--- config.mk ---
export PLATFORM = sky130hd
export DESIGN_NAME = serial_receiver_flat
export DESIGN_NICKNAME = d
export VERILOG_FILES = /design/src/rtl/serial_receiver_if.sv /design/src/rtl/serial_receiver.sv /design/src/flat_wrapper.sv
export SDC_FILE = /design/constraint.sdc
export NUM_CORES = 1
export LEC_CHECK = 0
export BUFFER_PORTS_ARGS = -buffer_cell sky130_fd_sc_hd__buf_2
export CORE_ASPECT_RATIO = 1.75
export CORE_MARGIN = 3
export CORE_UTILIZATION = 40
export CTS_CLUSTER_DIAMETER = 200
export DETAILED_ROUTE_END_ITERATION = 6
export MAX_ROUTING_LAYER = met4
export SYNTH_ARGS = -nofsm -noshare
export SYNTH_HDL_FRONTEND = slang
export SYNTH_SLANG_ARGS = --single-unit
--- constraint.sdc ---
create_clock -name clk -period 6.3 [get_ports clk]
set_clock_uncertainty 0.05 [all_clocks]
set_input_delay 1.26 -clock clk [delete_from_list [all_inputs] [get_ports clk]]
set_output_delay 1.26 -clock clk [all_outputs]
set_load 0.02 [all_outputs]
--- src/rtl/serial_receiver_if.sv ---
// Byte stream from the UART receiver to its consumer (stb/ack handshake).
interface serial_receiver_if;
  logic [7:0] out1;
  logic       out1_stb;
  logic       out1_ack;

  modport master (output out1, output out1_stb, input out1_ack);
  modport slave  (input out1, input out1_stb, output out1_ack);
endinterface

--- src/rtl/serial_receiver.sv ---
// UART receive path: 2-flop synchronizer, 8N1 deframer FSM, receive FIFO
// with registered head, and registered rtr flow control.
// Optional macro SERIAL_RECEIVER_PARITY_EN switches the frame to 8E1 and adds
// a parity_err pulse output.
module serial_receiver #(
  parameter int clock_frequency = 50000000,
  parameter int baud_rate       = 115200,
  parameter int fifo_depth_log2 = 4,
  parameter int rtr_margin      = 4
) (
  input  logic clk,
  input  logic rst,
  input  logic rx,
  output logic rtr,
  output logic frame_err,
  output logic overflow,
`ifdef SERIAL_RECEIVER_PARITY_EN
  output logic parity_err,
`endif
  serial_receiver_if.master out_if
);
  localparam int BIT   = clock_frequency / baud_rate;
  localparam int HALF  = BIT / 2;
  localparam int CW    = (BIT > 2) ? $clog2(BIT) : 1;
  localparam int AW    = fifo_depth_log2;
  localparam int DEPTH = 1 << AW;
  localparam logic [CW-1:0] BIT_M1  = CW'(BIT - 1);
  localparam logic [CW-1:0] HALF_M1 = CW'(HALF - 1);

  typedef enum logic [2:0] {
    S_IDLE  = 3'd0,
    S_START = 3'd1,
    S_DATA  = 3'd2,
    S_STOP  = 3'd3,
    S_BREAK = 3'd4
`ifdef SERIAL_RECEIVER_PARITY_EN
    , S_PARITY = 3'd5
`endif
  } state_t;

  // rx is asynchronous; only the second flop is ever looked at
  logic rx_m_q, rx_s_q;

  // Two-flop synchronizer, idles high
  always_ff @(posedge clk or posedge rst) begin
    if (rst) begin
      rx_m_q <= 1'b1;
      rx_s_q <= 1'b1;
    end else begin
      rx_m_q <= rx;
      rx_s_q <= rx_m_q;
    end
  end

  state_t          state_q, state_d;
  logic [CW-1:0]   cnt_q, cnt_d;
  logic [2:0]      idx_q, idx_d;
  logic [7:0]      shift_q, shift_d;
  logic            frame_err_q, frame_err_d;
  logic            push;
`ifdef SERIAL_RECEIVER_PARITY_EN
  logic            par_bad_q, par_bad_d;
  logic            parity_err_q, parity_err_d;
`endif

  // Deframer: counts half a bit to the start-bit centre, then whole bits
  always_comb begin
    state_d     = state_q;
    cnt_d       = cnt_q;
    idx_d       = idx_q;
    shift_d     = shift_q;
    frame_err_d = 1'b0;
    push        = 1'b0;
`ifdef SERIAL_RECEIVER_PARITY_EN
    par_bad_d    = par_bad_q;
    parity_err_d = 1'b0;
`endif
    case (state_q)
      S_IDLE: begin
        if (!rx_s_q) begin
          cnt_d   = HALF_M1;
          state_d = S_START;
        end
      end
      S_START: begin
        if (cnt_q != '0) cnt_d = cnt_q - CW'(1);
        else if (rx_s_q) state_d = S_IDLE;   // too short: glitch
        else begin
          cnt_d   = BIT_M1;
          idx_d   = 3'd0;
          state_d = S_DATA;
`ifdef SERIAL_RECEIVER_PARITY_EN
          par_bad_d = 1'b0;
`endif
        end
      end
      S_DATA: begin
        if (cnt_q != '0) cnt_d = cnt_q - CW'(1);
        else begin
          shift_d = {rx_s_q, shift_q[7:1]};  // LSB first
          cnt_d   = BIT_M1;
          idx_d   = idx_q + 3'd1;
          if (idx_q == 3'd7) begin
`ifdef SERIAL_RECEIVER_PARITY_EN
            state_d = S_PARITY;
`else
            state_d = S_STOP;
`endif
          end
        end
      end
`ifdef SERIAL_RECEIVER_PARITY_EN
      S_PARITY: begin
        if (cnt_q != '0) cnt_d = cnt_q - CW'(1);
        else begin
          cnt_d   = BIT_M1;
          state_d = S_STOP;
          // Even parity: the parity bit equals the XOR of the data bits
          if (rx_s_q != ^shift_q) begin
            par_bad_d    = 1'b1;
            parity_err_d = 1'b1;
          end
        end
      end
`endif
      S_STOP: begin
        if (cnt_q != '0) cnt_d = cnt_q - CW'(1);
        else if (rx_s_q) begin
`ifdef SERIAL_RECEIVER_PARITY_EN
          push = !par_bad_q;
`else
          push = 1'b1;
`endif
          state_d = S_IDLE;
        end else begin
          frame_err_d = 1'b1;
          state_d     = S_BREAK;
        end
      end
      S_BREAK: begin
        // Line held low past the stop bit: wait for it to return to idle
        if (rx_s_q) state_d = S_IDLE;
      end
      default: state_d = S_IDLE;
    endcase
  end

  // Deframer state registers
  always_ff @(posedge clk or posedge rst) begin
    if (rst) begin
      state_q     <= S_IDLE;
      cnt_q       <= '0;
      idx_q       <= '0;
      shift_q     <= '0;
      frame_err_q <= 1'b0;
`ifdef SERIAL_RECEIVER_PARITY_EN
      par_bad_q    <= 1'b0;
      parity_err_q <= 1'b0;
`endif
    end else begin
      state_q     <= state_d;
      cnt_q       <= cnt_d;
      idx_q       <= idx_d;
      shift_q     <= shift_d;
      frame_err_q <= frame_err_d;
`ifdef SERIAL_RECEIVER_PARITY_EN
      par_bad_q    <= par_bad_d;
      parity_err_q <= parity_err_d;
`endif
    end
  end

  // ---------------- FIFO ----------------
  logic [7:0]    mem_q [DEPTH];
  logic [AW-1:0] wr_ptr_q, wr_ptr_d, rd_ptr_q, rd_ptr_d;
  logic [AW:0]   count_q, count_d, avail;
  logic [7:0]    out1_q, out1_d;
  logic          stb_q, stb_d;
  logic          overflow_q, overflow_d;
  logic          rtr_q, rtr_d;
  logic          pop, full, wr_en;

  // Push/pop bookkeeping; the head register only sees bytes already in
  // memory, so a fresh byte reaches out1 one cycle after it is written
  always_comb begin
    pop        = stb_q & out_if.out1_ack;
    full       = (count_q == (AW+1)'(DEPTH));
    wr_en      = push & (!full | pop);
    overflow_d = push & full & !pop;
    wr_ptr_d   = wr_ptr_q + AW'(wr_en);
    rd_ptr_d   = rd_ptr_q + AW'(pop);
    count_d    = count_q + (AW+1)'(wr_en) - (AW+1)'(pop);
    avail      = count_q - (AW+1)'(pop);
    stb_d      = (avail != '0);
    out1_d     = stb_d ? mem_q[rd_ptr_d] : out1_q;
    rtr_d      = (DEPTH - int'(count_q)) >= rtr_margin;
  end

  // FIFO storage, no reset needed
  always_ff @(posedge clk) begin
    if (wr_en) mem_q[wr_ptr_q] <= shift_q;
  end

  // FIFO control, head register and status outputs
  always_ff @(posedge clk or posedge rst) begin
    if (rst) begin
      wr_ptr_q   <= '0;
      rd_ptr_q   <= '0;
      count_q    <= '0;
      out1_q     <= '0;
      stb_q      <= 1'b0;
      overflow_q <= 1'b0;
      rtr_q      <= 1'b1;
    end else begin
      wr_ptr_q   <= wr_ptr_d;
      rd_ptr_q   <= rd_ptr_d;
      count_q    <= count_d;
      out1_q     <= out1_d;
      stb_q      <= stb_d;
      overflow_q <= overflow_d;
      rtr_q      <= rtr_d;
    end
  end

  assign out_if.out1     = out1_q;
  assign out_if.out1_stb = stb_q;
  assign rtr             = rtr_q;
  assign frame_err       = frame_err_q;
  assign overflow        = overflow_q;
`ifdef SERIAL_RECEIVER_PARITY_EN
  assign parity_err      = parity_err_q;
`endif
endmodule
--- src/flat_wrapper.sv ---
// flat-port wrapper written by rule: the top's interface ports become plain ports
module serial_receiver_flat 
#(
  parameter int clock_frequency = 50000000,
  parameter int baud_rate       = 115200,
  parameter int fifo_depth_log2 = 4,
  parameter int rtr_margin      = 4
)
  (clk, rst, rx, rtr, frame_err, overflow, out_if_out1, out_if_out1_stb, out_if_out1_ack);
  serial_receiver_if out_if_i ();
  input  logic clk;
  input  logic rst;
  input  logic rx;
  output logic rtr;
  output logic frame_err;
  output logic overflow;
  output wire logic [$bits(out_if_i.out1)-1:0] out_if_out1;
  output wire logic [$bits(out_if_i.out1_stb)-1:0] out_if_out1_stb;
  input wire logic [$bits(out_if_i.out1_ack)-1:0] out_if_out1_ack;
  assign out_if_out1 = out_if_i.out1;
  assign out_if_out1_stb = out_if_i.out1_stb;
  assign out_if_i.out1_ack = out_if_out1_ack;
  serial_receiver #(.clock_frequency(clock_frequency), .baud_rate(baud_rate), .fifo_depth_log2(fifo_depth_log2), .rtr_margin(rtr_margin)) u_core (.clk(clk), .rst(rst), .rx(rx), .rtr(rtr), .frame_err(frame_err), .overflow(overflow), .out_if(out_if_i));
endmodule
=== Word-level counts from Yosys, hierarchy flattened ===
Memories as Yosys holds them, arrays and structs flattened. A register that Yosys moved wholly into a read port is not among the register bits.
Cells that the tools add are included.

* Flip-flop bits (word level): 42
* RAM bits: 128
* Output and inout bits: 12
* Memories: 1

* Add/subtract/negate cells: 8
* Order comparisons: 1
* Eq/ne operators: 15
* Muxes and demuxes: 27
* Bitwise gates (word level): 6
* Reduce and logical (&&, ||, !) cells: 11

{| class="wikitable"
|+ Memory list
! memory !! words !! width !! rd ports !! clocked after Yosys merged registers in !! write ports !! line !! RTL
|-
| u_core.mem_q || 16 || 8 || 1 || 1 || 1 || serial_receiver.sv:174 || <nowiki>logic [7:0] mem_q [DEPTH];</nowiki>
|}

{| class="wikitable"
|+ Operators by type and width
! operator !! count
|-
| $mux 9 || 5
|-
| $pmux 9 s4 || 1
|-
| $ge 32x4->1 const B || 1
|-
| $mux 3 || 10
|-
| $pmux 3 s5 || 1
|-
| $ne 2x2->1 const B || 5
|-
| $sub 5x1->5 || 2
|-
| $reduce_bool 9->1 || 1
|-
| $sub 9x1->9 const B || 1
|-
| $add 4x1->4 || 2
|-
| $mux 1 || 8
|-
| $reduce_and 4->1 || 2
|-
| $eq 3x2->1 const B || 2
|-
| $eq 3x3->1 const B || 2
|-
| $ne 2x1->1 const B || 3
|-
| $pmux 3 s2 || 1
|-
| $reduce_and 6->1 || 1
|-
| $sub 5x5->6 const A || 1
|-
| $add 5x1->5 || 1
|-
| $eq 5x5->1 const B || 1
|-
| $reduce_bool 5->1 || 1
|-
| $and 1x1->1 || 4
|-
| $reduce_bool 4->1 || 1
|-
| $add 3x1->3 const B || 1
|-
| 9 further kinds || 10
|}

=== Longest topological paths before layout ===
Gate-level depths: netlist (run 1).

* Depth after elaboration: 6
* Gate-level depth with buffers: 13
* Gate-level depth less buffers: 12

=== Worst setup path before layout (run 1) ===
Ideal clock, no wire load.

* Kind: input port to flip-flop
* Start: input out_if_out1_ack
* End: register u_core.out1_q[0], in the netlist u_core.out_if.out1[0] (read register of u_core.mem_q)
* Setup time: 0.125 ns
* Data arrival time: 3.119 ns
* Required time: 6.125 ns
* Path slack: 3.006 ns
* Stages on the path: 9
* Path buffers: 2
* Cells stage by stage: nand2_1 -> inv_1 -> ha_1 -> buf_6 -> buf_2 -> mux4_2 -> a211oi_1 -> a21oi_1 -> mux2_2

* Elaborated cells on any way between the ends: 4

{| class="wikitable"
|+ RTL lines
! what !! line !! RTL
|-
| from (decl) || flat_wrapper.sv:19 || <nowiki>input wire logic [$bits(out_if_i.out1_ack)-1:0] out_if_out1_ack;</nowiki>
|-
| $and 1x1->1 || serial_receiver.sv:186 || <nowiki>pop = stb_q & out_if.out1_ack;</nowiki>
|-
| $add 4x1->4 || serial_receiver.sv:191 || <nowiki>rd_ptr_d = rd_ptr_q + AW'(pop);</nowiki>
|-
| named net u_core.rd_ptr_d[0] || serial_receiver.sv:175 || <nowiki>logic [AW-1:0] wr_ptr_q, wr_ptr_d, rd_ptr_q, rd_ptr_d;</nowiki>
|-
| to (decl) || serial_receiver.sv:177 || <nowiki>logic [7:0] out1_q, out1_d;</nowiki>
|}

The timed path passes the listed nets, and every way through them passes these cells.
A chain may end at the register's enable or synchronous reset.

=== Worst setup path after layout (run 1) ===
* Start: input out_if_out1_ack
* End: register u_core.out1_q[5], in the netlist u_core.out_if.out1[5] (read register of u_core.mem_q)

Same word-level chain as after synthesis.

==> results.yml, run 1 <==
critical_path:
  worstSetupEndpointType: "register"
  worstPathMaxFanout: 27
  start_kind: "input pin"
  arrival_ps: 3960
  crit_type: "in -> reg"
  cpMaxStageDelayCell: "ha_2"
  required_ps: 6560
  rr_worst_depth: 7
  max_stage_delay_ps: 920
  path_cells: "buf_2, nand2_1, inv_1, ha_2, buf_4, mux4_1, nor2b_1, a211oi_1, a21oi_1, mux2_2"
detailed_routing:
  firstDrtPassIters: 4
  routed_via_density: 5.43
  first_iter_violations: 210
  antenna_left: 0
  vias: 3925
  route.detailed.drc: 0
  wirelength_microns: 14300
  wire_per_inst_microns: 19.8
run_status:
  status: "finished clean"
cts:
  numCtsBuffers: 17
  clk_pin_slew_ps: 70
  post_cts_resized: 0
  htree_num_levels: 4
  cts_setup_buffers: 0
  clock_latency_ps: 420
  holdBufCountCts: 0
  cts_tree: "built"
  clock_sinks: 178
  clockBufferDepth: 2
  root_buffer: "clkbuf_16"
placed_design:
  portBuffers: 15
  gp_congestion: 0.824
  postPlaceCellArea_sq_mm: 0.00787
  dpl.hpwl_microns: 9860
floorplanning:
  core-area_sq_mm: 0.0183
  initial_core_util_pct: 41.3
  rows: 65
  chipWidth_microns: 110
  die_area_sq_mm: 0.0206
  die_h_microns: 188
  pin_count: 16
synthesis:
  async_flop_share_pct: 28.1
  synth_most_common_cell: "edfxtp_1"
  ys.flop_type: "edfxtp_1"
  synth-seq-cells: 178
  ys_top_cells_by_area: "edfxtp_1 (51%), dfrtp_1 (16%), mux4_2 (6.6%)"
  postSynthAreaPerCell_sq_um: 16.7
  synth_edf_count: 128
  seq_area_frac_synth_pct: 67.5
  synth.largest_area_cell: "edfxtp_1"
  synth.top_cells.by_count: "edfxtp_1 (128), dfrtp_1 (47), nor2_1 (26), mux4_2 (22), nand2_1 (20)"
  synth_cell_type_count: 56
  syn_nets: 475
  syn_area_sq_mm: 0.00755
  synth_top_cell_area_share_pct: 50.9
  yosys_warnings: 0
  netlist_instances: 451
timing:
  post-route-min-period_ps: 3700
  fin_tns_setup_ps: 0
  setup_violations: 0
  max_freq_mhz: 270
  hold_viol: 0
  period_share_pct: 58.7
  tightest_slew_ps: 1100
  rsz0062_at_grt: "false"
  drv_slew: 0
  maxSlewHeadroom_pct: 26.5
grt:
  grt_util_met1_pct: 16.8
  antenna_found_initial: 0
  met2_usage_pct: 28.1
  grt_max_degree: 51
  grt_overflow: 0
  grt_usage_pct: 15.6
  grt_pass1_wl_microns: 23100
  busiest_layer: "met2"
  met3_usage_pct: 2.48
  grt_pass1_vias: 4133
pwr:
  power_density_mw_per_mm2: 370
  power.leakage_uw: 0.00356
  seqPwrFrac_pct: 43.0
  pwr-share-clk_pct: 33.0
  combPwrFrac_pct: 24.1
  p_int_uw: 2260
  p_sw_share_pct: 28.0
  vdd.ir_drop.worst_v: 0.000200
  p_switching_uw: 879
job:
  cap_viol_max_count: 0
cells_and_area:
  area_growth_pct: 12.1
  fin_area_sq_mm: 0.00847
  antenna_cells: 0
  nets: 500
  fill_cells: 1577
  fin_util_pct: 46.3
  drive_above_1_share_pct: 21.1
worst_hold_path:
  hold_path.class: "reg -> reg"
  whs_path_depth: 0
-- per-layer routing --
| layer | vias to the layer above | wire length, microns | part of all wire [%] |
|---|---|---|---|
| met5 | - | 0 | 0 |
| met4 | 0 | 312 | 2.2 |
| met3 | 18 | 367 | 2.6 |
| met2 | 68 | 8270 | 58 |
| met1 | 2036 | 5380 | 38 |
| li1 | 1803 | - | - |
-- state kept, by name (all words and copies together) (netlist names), 3 cells and up --
signal / flops
u_core.cnt_q: 9
u_core.count_q: 5
u_core.idx_q: 3
u_core.mem_q: 128
u_core.out_if.out1: 8
u_core.rd_ptr_q: 4
u_core.shift_q: 8
u_core.state_q: 3
u_core.wr_ptr_q: 4
-- cell usage in the layout (no fill, tap or decap), types with 6 or more instances in the layout --
cell and count:
a211oi_1 8, a21oi_1 18, buf_2 15, buf_4 7, clkbuf_16 21, dfrtp_1 47
edfxtp_1 128, ha_1 18, inv_1 13, mux2_2 15, mux2i_1 9, mux4_1 10
mux4_2 22, nand2_1 20, nor2_1 26, nor2b_1 11, nor3_1 6, o21ai_0 16
-- cell families (layout without fill, tap and decap cells) --
logic type / after synthesis / in the layout / share of synthesized area, %
compound gates: 63 / 63 / 5.24
flops: 178 / 178 / 67.5
xor+xnor: 10 / 10 / 1.16
fa+ha+maj: 20 / 20 / 3.41
simple gates: 94 / 94 / 7.04
buf+inv: 30 / 68 / 2.15
mux: 56 / 56 / 13.5
-- cell type report --
class | count | area [sq um] | share of cell area [%]
sequential | 178 | 5100 | 60.2
multi-input combinational | 243 | 2300 | 27.2
clock buffer | 27 | 562 | 6.64
tap | 234 | 293 | 3.46
timing repair buffer | 22 | 128 | 1.51
inverter | 14 | 52.6 | 0.621
clock inverter | 5 | 33.8 | 0.399
-- worst max-delay path: cells and delay by family --
kind | cells | cell delay, ps
muxes | 2 | 810
and+or+nand+nor | 2 | 200
buffers and inverters | 3 | 480
AOI/OAI and AO/OA | 2 | 260
adders and majority gates | 1 | 920
-- metrics by stage --
step	cells	hold slack [ps]	setup slack [ps]	power, uW
after floorplan	451	295	3010	1980
final	723	313	2600	3140
after global routing	723	321	2380	3310
after detailed placement	691	304	2060	2140
after global placement	691	298	2120	2130
after CTS	723	314	2540	3180
-- path summary, 6_finish.rpt --
check	end	start	slack, ps
worst min-delay path	u_core.rx_s_q$_DFF_PP1_	u_core.rx_m_q$_DFF_PP1_	310
worst max register to register	u_core.mem_q[5][0]$_DFFE_PP_	u_core.cnt_q[0]$_DFFE_PP0P_	3130
worst min register to register	u_core.rx_s_q$_DFF_PP1_	u_core.rx_m_q$_DFF_PP1_	310
max in group asynchronous	u_core.shift_q[1]$_DFFE_PP0P_	rst	4810
worst max-delay path	u_core.out_if.out1[5]$_DFFE_PP0P_	out_if_out1_ack	2600
min in group asynchronous	u_core.cnt_q[8]$_DFFE_PP0P_	rst	960
-- power groups by stage --
stage / clock (uW) / combinational, uW / sequential [uW]
after floorplan: 0 / 588 / 1390
after global placement: 0 / 758 / 1370
after detailed placement: 0 / 772 / 1370
after CTS: 1060 / 774 / 1350
after global routing: 1110 / 839 / 1350
final: 1030 / 754 / 1350
Note: power is estimated with default switching activity, not from simulation.
==> run 2, diff against run 1 <==
Settings changed: ABC_AREA set to 1.
Clock period 6.3 ns to 3.4 ns, I/O delays scaled along.
==> results.yml, run 2 <==
cts:
  htree_num_levels: 4
  cts_setup_buffers: 0
  clk_pin_slew_ps: 60
  root_buffer: "clkbuf_16"
  holdBufCountCts: 0
  post_cts_resized: 0
  numCtsBuffers: 17
  cts_tree: "built"
  clockBufferDepth: 2
  clock_latency_ps: 430
  clock_sinks: 178
grt:
  grt_overflow: 0
  grt_pass1_wl_microns: 30700
  grt_max_degree: 66
  antenna_found_initial: 0
  grt_pass1_vias: 5690
  grt_usage_pct: 19.1
floorplanning:
  rows: 68
  pin_count: 16
  initial_core_util_pct: 40.8
  chipWidth_microns: 113
  die_h_microns: 194
  core-area_sq_mm: 0.0197
  die_area_sq_mm: 0.0220
cells_and_area:
  largest_register: "u_core.mem_q"
  nets: 872
  largestRegisters: "u_core.mem_q (128), u_core.cnt_q (9)"
  drive_above_1_share_pct: 9.29
  most-common-layout-cells: "nand2_1 (250), edfxtp_1 (128), inv_1 (125), nand3_1 (122), dfrtp_1 (47)"
  largest_reg_flops: 128
  antenna_cells: 0
  final_common_cell: "nand2_1"
  area_growth_pct: 12.3
  fill_cells: 1908
  fin_area_sq_mm: 0.00905
synthesis:
  ys_top_cells_by_area: "edfxtp_1 (48%), dfrtp_1 (15%), nand2_1 (12%)"
  netlist_instances: 822
  synth.largest_area_cell: "edfxtp_1"
  synth.top_cells.by_count: "nand2_1 (250), edfxtp_1 (128), inv_1 (126), nand3_1 (122), dfrtp_1 (47)"
  ys.flop_type: "edfxtp_1"
  synth_edf_count: 128
  synth_cell_type_count: 35
  postSynthAreaPerCell_sq_um: 9.81
  synth_most_common_cell: "nand2_1"
  yosys_warnings: 0
  synth_top_cell_area_share_pct: 47.7
  seq_area_frac_synth_pct: 63.2
  syn_nets: 846
  synth-seq-cells: 178
  syn_area_sq_mm: 0.00806
  async_flop_share_pct: 28.1
critical_path:
  arrival_ps: 2650
  crit_type: "reg -> reg"
  required_ps: 3410
  start_kind: "register"
  worstPathMaxFanout: 8
  worstSetupEndpointType: "register"
placed_design:
  dp_slack_ps: 568
  postPlaceCellArea_sq_mm: 0.00848
  gp_congestion: 0.859
  portBuffers: 15
  dpl.hpwl_microns: 13200
detailed_routing:
  met1_length_microns: 6940
  firstDrtPassIters: 5
  highest_layer: "met4"
  first_iter_violations: 472
  routed_via_density: 4.89
  route.detailed.drc: 0
  wirelength_microns: 19100
  wire_per_inst_microns: 17.3
  vias: 5404
  met3_length_microns: 581
  antenna_left: 0
  wl_met2_microns: 11000
timing:
  tightest_slew_ps: 1060
  period_share_pct: 77.7
  worst_slack_ps: 758
  max_freq_mhz: 378
  rsz0062_at_grt: "false"
  fin_tns_setup_ps: 0
  hold_viol: 0
  post-route-min-period_ps: 2640
  setup_violations: 0
  maxSlewHeadroom_pct: 29.4
  drv_slew: 0
job:
  cap_viol_max_count: 0
pwr:
  power_density_mw_per_mm2: 789
  power.leakage_uw: 0.00408
  vdd.ir_drop.worst_v: 0.000526
worst_hold_path:
  hold_path.class: "in -> reg"
run_status:
  status: "finished clean"
[run 2: worst paths after layout]
check | endpoint | cells past startpoint | startpoint | slack, ps
max in group asynchronous | u_core.rx_m_q$_DFF_PP1_ | 3 | rst | 2120
hold reg to reg | u_core.rx_s_q$_DFF_PP1_ | 0 | u_core.rx_m_q$_DFF_PP1_ | 310
setup reg to reg | u_core.mem_q[8][3]$_DFFE_PP_ | 10 | u_core.count_q[2]$_DFF_PP0_ | 760
hold / removal | u_core.rx_m_q$_DFF_PP1_ | 1 | rx | 300
setup / recovery | u_core.mem_q[8][3]$_DFFE_PP_ | 10 | u_core.count_q[2]$_DFF_PP0_ | 760
min in group asynchronous | u_core.count_q[1]$_DFF_PP0_ | 2 | rst | 470
[run 2: routing by layer]
| metal | GRT usage [%] | up-vias |
|---|---|---|
| li1 | - | 2697 |
| met1 | 19.2 | 2554 |
| met2 | 36.1 | 117 |
| met3 | 3.31 | 36 |
| met4 | 7.04 | 0 |
| met5 | - | - |
[run 2: final cells by class]
class	instances	area, sq um	share of cell area, %
Multi-Input combinational cell	490	2360	26.1
Clock inverter	9	67.6	0.746
Tap cell	245	307	3.39
Sequential cell	178	5100	56.3
Clock buffer	23	509	5.62
Inverter	130	488	5.39
Timing Repair Buffer	31	220	2.43
[run 2: through the flow]
step	hold slack [ps]	util, %	total power [uW]	instances
finish	304	45.9	7150	1106
detailed placement	299	43.0	5370	1074
global route	280	45.9	7640	1106
CTS	284	45.9	7250	1106
floorplan	295	-	4470	822
global placement	299	43.0	5350	1074
[run 2: worst max-delay path, cell delays in order, from the launching register on]
cell,delay (ps)
dfrtp_1,360
inv_1,120
ha_1,250
inv_1,60
nor2_1,40
ha_1,190
nand2_1,90
nand4_1,150
nor2_1,190
nand2_1,200
nor2_1,560
[run 2: cell families (layout without fill, tap and decap cells)]
| group | after synthesis | in the layout | share of synthesized area [%] |
|---|---|---|---|
| adders and majority gates | 20 | 20 | 3.20 |
| xor gates and xnor gates | 13 | 13 | 1.83 |
| DFF | 178 | 178 | 63.2 |
| AOI/OAI and AO/OA | 31 | 31 | 2.14 |
| and+or+nand+nor | 426 | 426 | 22.1 |
| buffers and inverters | 154 | 193 | 7.46 |
[run 2: power by group]
part	switching (uW)	leakage, uW	internal (uW)	total [uW]
clock network	818	0.000278	1060	1880
logic	1870	0.00168	856	2720
registers	106	0.00212	2440	2540
